$ cat src/rtl/code_conv_pkg.sv
// Shared definitions for the Gray/binary conversion scheduler: FSM encoding,
// mode encoding and a binary-to-Gray reference helper.
package code_conv_pkg;

    typedef logic [1:0] state_t;

    localparam state_t IDLE = 2'd0;
    localparam state_t CONV = 2'd1;
    localparam state_t HOLD = 2'd2;

    localparam logic MODE_B2G = 1'b0;
    localparam logic MODE_G2B = 1'b1;

    // Full 32-bit form; callers truncate to their own word width.
    function automatic logic [31:0] b2g(input logic [31:0] word);
        return word ^ (word >> 1);
    endfunction

endpackage

$ cat src/rtl/code_conv_rr_arb.sv
// Two-way round-robin grant. Purely combinational; the last-grant history
// register lives in the parent.
module code_conv_rr_arb (
    input  logic [1:0] valid,
    input  logic       last_grant,
    output logic [1:0] grant,
    output logic       grant_idx
);

    always_comb begin
        grant_idx = 1'b0;
        case (valid)
            2'b01:   grant_idx = 1'b0;
            2'b10:   grant_idx = 1'b1;
            2'b11:   grant_idx = ~last_grant;
            default: grant_idx = 1'b0;
        endcase
    end

    assign grant = (valid == 2'b00) ? 2'b00 : (grant_idx ? 2'b10 : 2'b01);

endmodule

$ cat src/rtl/code_conv_sched.sv
// Shares one Gray/binary converter between two requesters: round-robin
// accept in IDLE, single-cycle B2G or bit-serial G2B in CONV, result held in HOLD.
module code_conv_sched
    import code_conv_pkg::*;
#(
    parameter int unsigned WIDTH = 4
) (
    input  logic             clk,
    input  logic             rst_n,
    input  logic             req0_valid,
    output logic             req0_ready,
    input  logic             req0_mode,
    input  logic [WIDTH-1:0] req0_data,
    input  logic             req1_valid,
    output logic             req1_ready,
    input  logic             req1_mode,
    input  logic [WIDTH-1:0] req1_data,
    output logic             out_valid,
    input  logic             out_ready,
    output logic [WIDTH-1:0] out_data,
    output logic             out_src,
    output logic             busy
);

    localparam int unsigned CW = $clog2(WIDTH);

    state_t           state_q;
    logic [CW-1:0]    cnt_q;
    logic             last_grant_q;
    logic             mode_q;
    logic             src_q;
    logic [WIDTH-1:0] op_q;
    logic [WIDTH-1:0] res_q;

    logic [1:0]       grant;
    logic             grant_idx;
    logic             accept;
    logic [WIDTH-1:0] sel_data;
    logic             sel_mode;
    logic [WIDTH-1:0] res_shift;
    logic [WIDTH-1:0] g2b_next;
    logic             cnt_last;

    code_conv_rr_arb u_arb (
        .valid      ({req1_valid, req0_valid}),
        .last_grant (last_grant_q),
        .grant      (grant),
        .grant_idx  (grant_idx)
    );

    assign req0_ready = (state_q == IDLE) & grant[0];
    assign req1_ready = (state_q == IDLE) & grant[1];
    assign accept     = (state_q == IDLE) & (|grant);
    assign sel_data   = grant_idx ? req1_data : req0_data;
    assign sel_mode   = grant_idx ? req1_mode : req0_mode;
    assign cnt_last   = (cnt_q == CW'(WIDTH - 1));

    // Bit (WIDTH-1-cnt) is resolved this edge; the MSB sees a zero from the shift.
    always_comb begin
        res_shift = res_q >> 1;
        g2b_next  = res_q;
        for (int i = 0; i < int'(WIDTH); i++) begin
            if (i == int'(WIDTH) - 1 - int'(cnt_q)) begin
                g2b_next[i] = res_shift[i] ^ op_q[i];
            end
        end
    end

    always_ff @(posedge clk or negedge rst_n) begin
        if (!rst_n) begin
            state_q      <= IDLE;
            cnt_q        <= '0;
            last_grant_q <= 1'b1;
            mode_q       <= MODE_B2G;
            src_q        <= 1'b0;
            op_q         <= '0;
            res_q        <= '0;
        end else begin
            case (state_q)
                IDLE: begin
                    if (accept) begin
                        op_q         <= sel_data;
                        mode_q       <= sel_mode;
                        src_q        <= grant_idx;
                        last_grant_q <= grant_idx;
                        cnt_q        <= '0;
                        res_q        <= '0;
                        state_q      <= CONV;
                    end
                end
                CONV: begin
                    if (mode_q == MODE_B2G) begin
                        res_q   <= op_q ^ (op_q >> 1);
                        state_q <= HOLD;
                    end else begin
                        res_q <= g2b_next;
                        if (cnt_last) begin
                            cnt_q   <= '0;
                            state_q <= HOLD;
                        end else begin
                            cnt_q <= cnt_q + CW'(1);
                        end
                    end
                end
                HOLD: begin
                    if (out_ready) begin
                        state_q <= IDLE;
                    end
                end
                default: state_q <= IDLE;
            endcase
        end
    end

    // Partial G2B results stay hidden until the word is complete.
    assign out_valid = (state_q == HOLD);
    assign out_data  = out_valid ? res_q : '0;
    assign out_src   = out_valid & src_q;
    assign busy      = (state_q != IDLE);

endmodule

$ cat config.mk
export PLATFORM = sky130hd
export DESIGN_NAME = code_conv_sched
export DESIGN_NICKNAME = d
export VERILOG_FILES = /design/src/rtl/code_conv_pkg.sv /design/src/rtl/code_conv_rr_arb.sv /design/src/rtl/code_conv_sched.sv
export SDC_FILE = /design/constraint.sdc
export NUM_CORES = 1
export LEC_CHECK = 0
export CORE_MARGIN = 3
export CORE_UTILIZATION = 47
export DETAILED_ROUTE_END_ITERATION = 12
export GPL_ROUTABILITY_DRIVEN = 0
export PLACE_DENSITY_LB_ADDON = 0.12
export SLEW_MARGIN = 0
export SYNTH_ARGS = -nofsm -noshare
export SYNTH_HDL_FRONTEND = slang
export SYNTH_HIERARCHICAL = 1
export SYNTH_SLANG_ARGS = --single-unit
$ cat constraint.sdc
create_clock -name clk -period 2.4 [get_ports clk]
set_clock_uncertainty 0.15 [all_clocks]
set_input_delay 0.48 -clock clk [delete_from_list [all_inputs] [get_ports clk]]
set_output_delay 0.48 -clock clk [all_outputs]
set_load 0.01 [all_outputs]
==> flow_summary.ini, run 1 <==
[floorplan]
dieArea_sq_um = 2570
floorplan.rows = 15
floorplan.core_area_sq_um = 1800
die_width_um = 50.7
io_pins = 24
fp.dieH_um = 50.7
start_util_pct = 52.2

[sta]
total_negative_setup_slack_ps = 0
hold_slack_ps = 375
period_needed_ps = 2310
layout_worst_path_cycle_share_pct = 96.1
timing_worst_slew_pin_value_ps = 692
grt_setup_unrepaired = no
timing.final.setup_violations = 0
max_transition_margin_pct = 53.7
final-max-slew-violation-count = 0
final-hold-violation-count = 0
fmax_mhz = 433
post-route-worst-setup-slack_ps = 92.7

[route]
initialDrtViolationCount = 8
dr.pass1.iters = 4
viasPerCell = 5.35
drt.antenna.violating_nets = 0
routed_wire_length_per_instance_um = 13.6
routed_wl_um = 2000
vias = 787
detail_route.drc_violations = 0

[critical_path]
end_kind = output pin
worst-endpoint-arrival_ps = 1680
worstSetupPathType = reg2out
required_ps = 1770
worstSetupStartpointType = register
critPathMaxFanout = 8

[clock_tree]
cts.clk_slew.worst_paths_ps = 90
cts_setup_buffers = 0
cts_made_buffers = 3
tritoncts = yes
cts.sinks = 15
clk_latency_ps = 280
cts_buffer_depth = 2
cts-htree-levels = 1
cts-root-buf = sky130_fd_sc_hd__clkbuf_4

[yosys]
post_synthesis_sequential_area_ratio_pct = 40.0
ys.warnings.count = 6
synth.ff_latch_count = 15
post_synth_edffs = 0
post_synth_instance_area_sq_um = 941
synthArstFlopShare_pct = 100
syn_inst = 94
syn-mean-instance-area_sq_um = 10.0
synth_cell_types = 31
number_of_nets_produced_by_synthesis = 113
synth_flop_cell = sky130_fd_sc_hd__dfrtp_1

[pwr]
power.static_leakage_nw = 0.574
ir_worst_vdd_mv = 0.549
power-per-cell-area_nw_per_um2 = 1070
finalPower_mw = 1.34

[placed_design]
post-place-ws_ps = -134
port_buffers = 23
hpwlAfterDp_um = 1540

[hold_path]
type_of_the_worst_min_delay_path = reg2reg

[status]
outcome = complete, no violations

[layout]
num-fill-cells = 157
layout.cells.most_common = sky130_fd_sc_hd__clkdlybuf4s50_1
final_util_pct = 69.3
diodes = 0
drive_gt1_share_pct = 14.8
top_library_cells_by_usage_in_the_layout_fill_and_taps_aside = sky130_fd_sc_hd__clkdlybuf4s50_1, sky130_fd_sc_hd__dfrtp_1, sky130_fd_sc_hd__a21oi_1
finalNetCount = 142
layout-area-overhead-vs-synth_pct = 32.7

[grt]
number_of_global_route_vias_before_repair = 786
grt_max_degree = 16
global_route_total_usage_across_every_layer_pct = 18.2
gr-total-overflow = 0
grt_first_pass_wirelength_um = 3530
grt_antenna_before_repair = 0

[flow_run]
max-cap-violations = 0
report_power, final:
| group | internal, mW | total, mW | switching, mW |
|---|---|---|---|
| sequential | 0.368 | 0.484 | 0.115 |
| clock | 0.0645 | 0.143 | 0.0787 |
| combinational | 0.377 | 0.713 | 0.336 |
layer usage:
layer / vias up / track usage (%) / routed length [um]
li1: 389 / - / -
met1: 376 / 21.6 / 908
met2: 20 / 31.5 / 963
met3: 2 / 6.23 / 115
met4: 0 / 4.04 / 13
met5: - / 0 / 0
logic make-up after synthesis:
logic type                 after synthesis  share of synthesized area [%]
buffers and inverters                   15                           7.98
xor gates and xnor gates                 3                           2.79
adders and majority gates                4                           5.32
DFF                                     15                           40.0
and+or+nand+nor                         18                           12.6
muxes                                   10                           11.7
AOI/OAI and AO/OA                       29                           19.5
worst max-delay path: stages (launching register included):
cell and delay, ps:
sky130_fd_sc_hd__dfrtp_1 430, sky130_fd_sc_hd__buf_4 180, sky130_fd_sc_hd__nor2_4 130, sky130_fd_sc_hd__buf_4 160
sky130_fd_sc_hd__inv_1 40, sky130_fd_sc_hd__clkdlybuf4s50_1 460
synthesized netlist by cell type, types with 2 or more instances:
cell type,instances,area share [%]
sky130_fd_sc_hd__and3b_1,3,2.8
sky130_fd_sc_hd__buf_6,2,2.4
sky130_fd_sc_hd__a22o_1,2,1.9
sky130_fd_sc_hd__mux2_4,2,3.2
sky130_fd_sc_hd__a21boi_0,2,1.6
sky130_fd_sc_hd__xor2_1,3,2.8
sky130_fd_sc_hd__inv_1,9,3.6
sky130_fd_sc_hd__dfrtp_1,14,37
sky130_fd_sc_hd__ha_1,4,5.3
sky130_fd_sc_hd__nor2b_1,2,1.3
sky130_fd_sc_hd__a21oi_1,11,5.9
sky130_fd_sc_hd__buf_2,2,1.1
sky130_fd_sc_hd__nor2_1,2,0.80
sky130_fd_sc_hd__o21ai_0,6,3.2
sky130_fd_sc_hd__mux2i_1,8,8.5
sky130_fd_sc_hd__and2_1,6,4.0
sky130_fd_sc_hd__o31ai_1,2,1.6
repair_timing:
| action | 4_1_cts | 5_1_grt |
|---|---|---|
| gates resized for setup | 5 | 1 |
| endpoints found under the setup margin | 7 | 1 |
| hold buffers | 0 | 0 |
worst paths after layout:
check	startpoint	to	slack [ps]	depth (start not counted)
setup / recovery	state_q[0]$_DFFE_PN0P_	busy	90	5
hold / removal	res_q[3]$_DFFE_PN0P_	res_q[3]$_DFFE_PN0P_	370	1
setup reg to reg	last_grant_q$_DFFE_PN1P_	src_q$_DFFE_PN0P_	630	5
hold reg to reg	res_q[3]$_DFFE_PN0P_	res_q[3]$_DFFE_PN0P_	370	1
max in group asynchronous	rst_n	res_q[2]$_DFFE_PN0P_	1200	1
min in group asynchronous	rst_n	state_q[1]$_DFFE_PN0P_	460	1
flip-flops by register name (all words and copies together), names as in the netlist:
register	cells
op_q	4
res_q	4
cnt_q	2
state_q	2
last_grant_q	1
mode_q	1
src_q	1
stage by stage:
step           area (sq um)  cells
3_3_place_gp           1210    143
4_1_cts                1240    147
6_report               1250    147
5_1_grt                1250    147
3_5_place_dp           1210    143
2_1_floorplan           941     94
area by class of cell:
class | count | area [sq um] | area share, %
Clock buffer | 4 | 26.3 | 2.10
Inverter | 9 | 33.8 | 2.71
Multi-Input combinational cell | 64 | 500 | 40.1
Sequential cell | 15 | 377 | 30.2
Tap cell | 25 | 31.3 | 2.51
Timing Repair Buffer | 30 | 280 | 22.4
(Power assumes the default switching activity.)
==> inputs of run 2 (changes only) <==
- SLEW_MARGIN: 0 -> 20
==> results of run 2 <==
Same layout as run 1: the final DEF is identical, and so are final timing and power.
==> inputs of run 3 (changes only) <==
- CORE_MARGIN: 3 -> not set
==> run 3 against run 2 <==
Effect of this change:
- critical path type unchanged
- die area fell by 15%
- largest power group unchanged
- critical path depth did not move
- clock power rose by 7%
==> flow_summary.ini, run 3 (synthesis results as in run 1) <==
[sta]
grt_setup_unrepaired = no
timing.final.setup_violations = 0
period_needed_ps = 2300
max_transition_margin_pct = 53.8
layout_worst_path_cycle_share_pct = 95.9
timing_worst_slew_pin_value_ps = 690
final-hold-violation-count = 0
fmax_mhz = 435
hold_slack_ps = 367
final-max-slew-violation-count = 0

[critical_path]
required_ps = 1770
worstSetupStartpointType = register
timing.reg2reg.worst_path_depth = 6
critPathMaxFanout = 7
timing.rr.end = src_q$_DFFE_PN0P_
end_kind = output pin
r2r_setup_slk_ps = 600
worst-endpoint-arrival_ps = 1670
worstSetupPathType = reg2out
worst_r2r_startpoint = last_grant_q$_DFFE_PN1P_

[floorplan]
start_util_pct = 52.2
floorplan.rows = 15
floorplan.core_area_sq_um = 1800
fp.dieH_um = 46.7
die_width_um = 46.7
io_pins = 24
dieArea_sq_um = 2180

[placed_design]
dpl.cell_count = 143
hpwlAfterDp_um = 1500
placedInstanceArea_sq_um = 1210
port_buffers = 23

[layout]
reg.largest.list = op_q (4), res_q (4)
layout-area-overhead-vs-synth_pct = 32.6
top_library_cells_by_usage_in_the_layout_fill_and_taps_aside = sky130_fd_sc_hd__clkdlybuf4s50_1, sky130_fd_sc_hd__dfrtp_1, sky130_fd_sc_hd__a21oi_1
layout.cells.most_common = sky130_fd_sc_hd__clkdlybuf4s50_1
design_area_sq_um = 1250
count_of_placed_standard_cells_in_the_final_layout_fillers_left_out = 147
num-fill-cells = 159
drive_gt1_share_pct = 15.6
finalNetCount = 142
diodes = 0

[clock_tree]
cts_buffer_depth = 2
cts_made_buffers = 3
post_cts_hold_buffer_count = 0
cts-root-buf = sky130_fd_sc_hd__clkbuf_4
cts.sinks = 15
cts_resized = 6
cts.clk_slew.worst_paths_ps = 90
cts_setup_buffers = 0
tritoncts = yes
clk_latency_ps = 300
cts-htree-levels = 1

[hold_path]
timing.hold.worst_path_depth = 1
type_of_the_worst_min_delay_path = reg2reg
hold_path.startpoint = src_q$_DFFE_PN0P_
worst_hold_end = src_q$_DFFE_PN0P_

[grt]
gr-total-overflow = 0
grt_max_degree = 16
global_route_total_usage_across_every_layer_pct = 22.3
number_of_global_route_vias_before_repair = 724
grt_first_pass_wirelength_um = 3250
grt_antenna_before_repair = 0

[route]
viasPerCell = 5.29
detail_route.drc_violations = 0
routed_wire_length_per_instance_um = 13.7
dr.pass1.iters = 4
routed_wl_um = 2020
vias = 778
drt.antenna.violating_nets = 0
initialDrtViolationCount = 12

[pwr]
power.static_leakage_nw = 0.573
ir_worst_vdd_mv = 0.705
power-per-cell-area_nw_per_um2 = 1070

[flow_run]
max-cap-violations = 0

[status]
outcome = complete, no violations
run 3: layer usage:
metal  vias up  global-route usage (%)  wire length (um)
li1        385                       -                 -
met1       372                    27.8               899
met2        19                    35.3              1010
met3         2                    8.46                96
met4         0                    8.00                10
met5         -                       0                 0
run 3: worst max-delay path: stages (launching register included):
cell                              delay (ps)
sky130_fd_sc_hd__dfrtp_1                 390
sky130_fd_sc_hd__buf_4                   170
sky130_fd_sc_hd__nor2_4                  160
sky130_fd_sc_hd__buf_4                   160
sky130_fd_sc_hd__inv_1                    40
sky130_fd_sc_hd__clkdlybuf4s50_1         470
run 3: where the power goes:
group / internal, mW / switching, mW / total (mW) / leakage (nW)
clock: 0.0648 / 0.0885 / 0.153 / 0.0150
sequential: 0.368 / 0.110 / 0.478 / 0.182
combinational: 0.375 / 0.334 / 0.709 / 0.376
total: 0.807 / 0.533 / 1.34 / 0.573
run 3: area by class of cell:
class / count / area [sq um] / share of cell area [%]
multi-input combinational: 64 / 499 / 40.0
sequential: 15 / 377 / 30.2
timing repair buffer: 30 / 280 / 22.5
inverter: 9 / 33.8 / 2.71
tap: 25 / 31.3 / 2.51
clock buffer: 4 / 26.3 / 2.11
run 3: through the flow:
step	power, mW	worst slack [ps]	utilization (%)	TNS [ps]
after floorplan	0.969	592	-	0
after global placement	1.17	-86.5	67.4	-130
after detailed placement	1.19	-143	67.4	-251
after CTS	1.35	80.4	69.2	0
after global routing	1.46	17.8	69.2	0
final	1.34	99.4	69.2	0
run 3: worst max-delay path by stage:
| stage | to | depth (start not counted) | start |
|---|---|---|---|
| final | busy | 5 | state_q[1]$_DFFE_PN0P_ |
| after floorplan | src_q$_DFFE_PN0P_ | 6 | last_grant_q$_DFFE_PN1P_ |
| after global routing | busy | 5 | state_q[1]$_DFFE_PN0P_ |
| after detailed placement | req1_ready | 4 | req1_valid |
| after CTS | busy | 5 | state_q[1]$_DFFE_PN0P_ |
| after global placement | req1_ready | 4 | req1_valid |
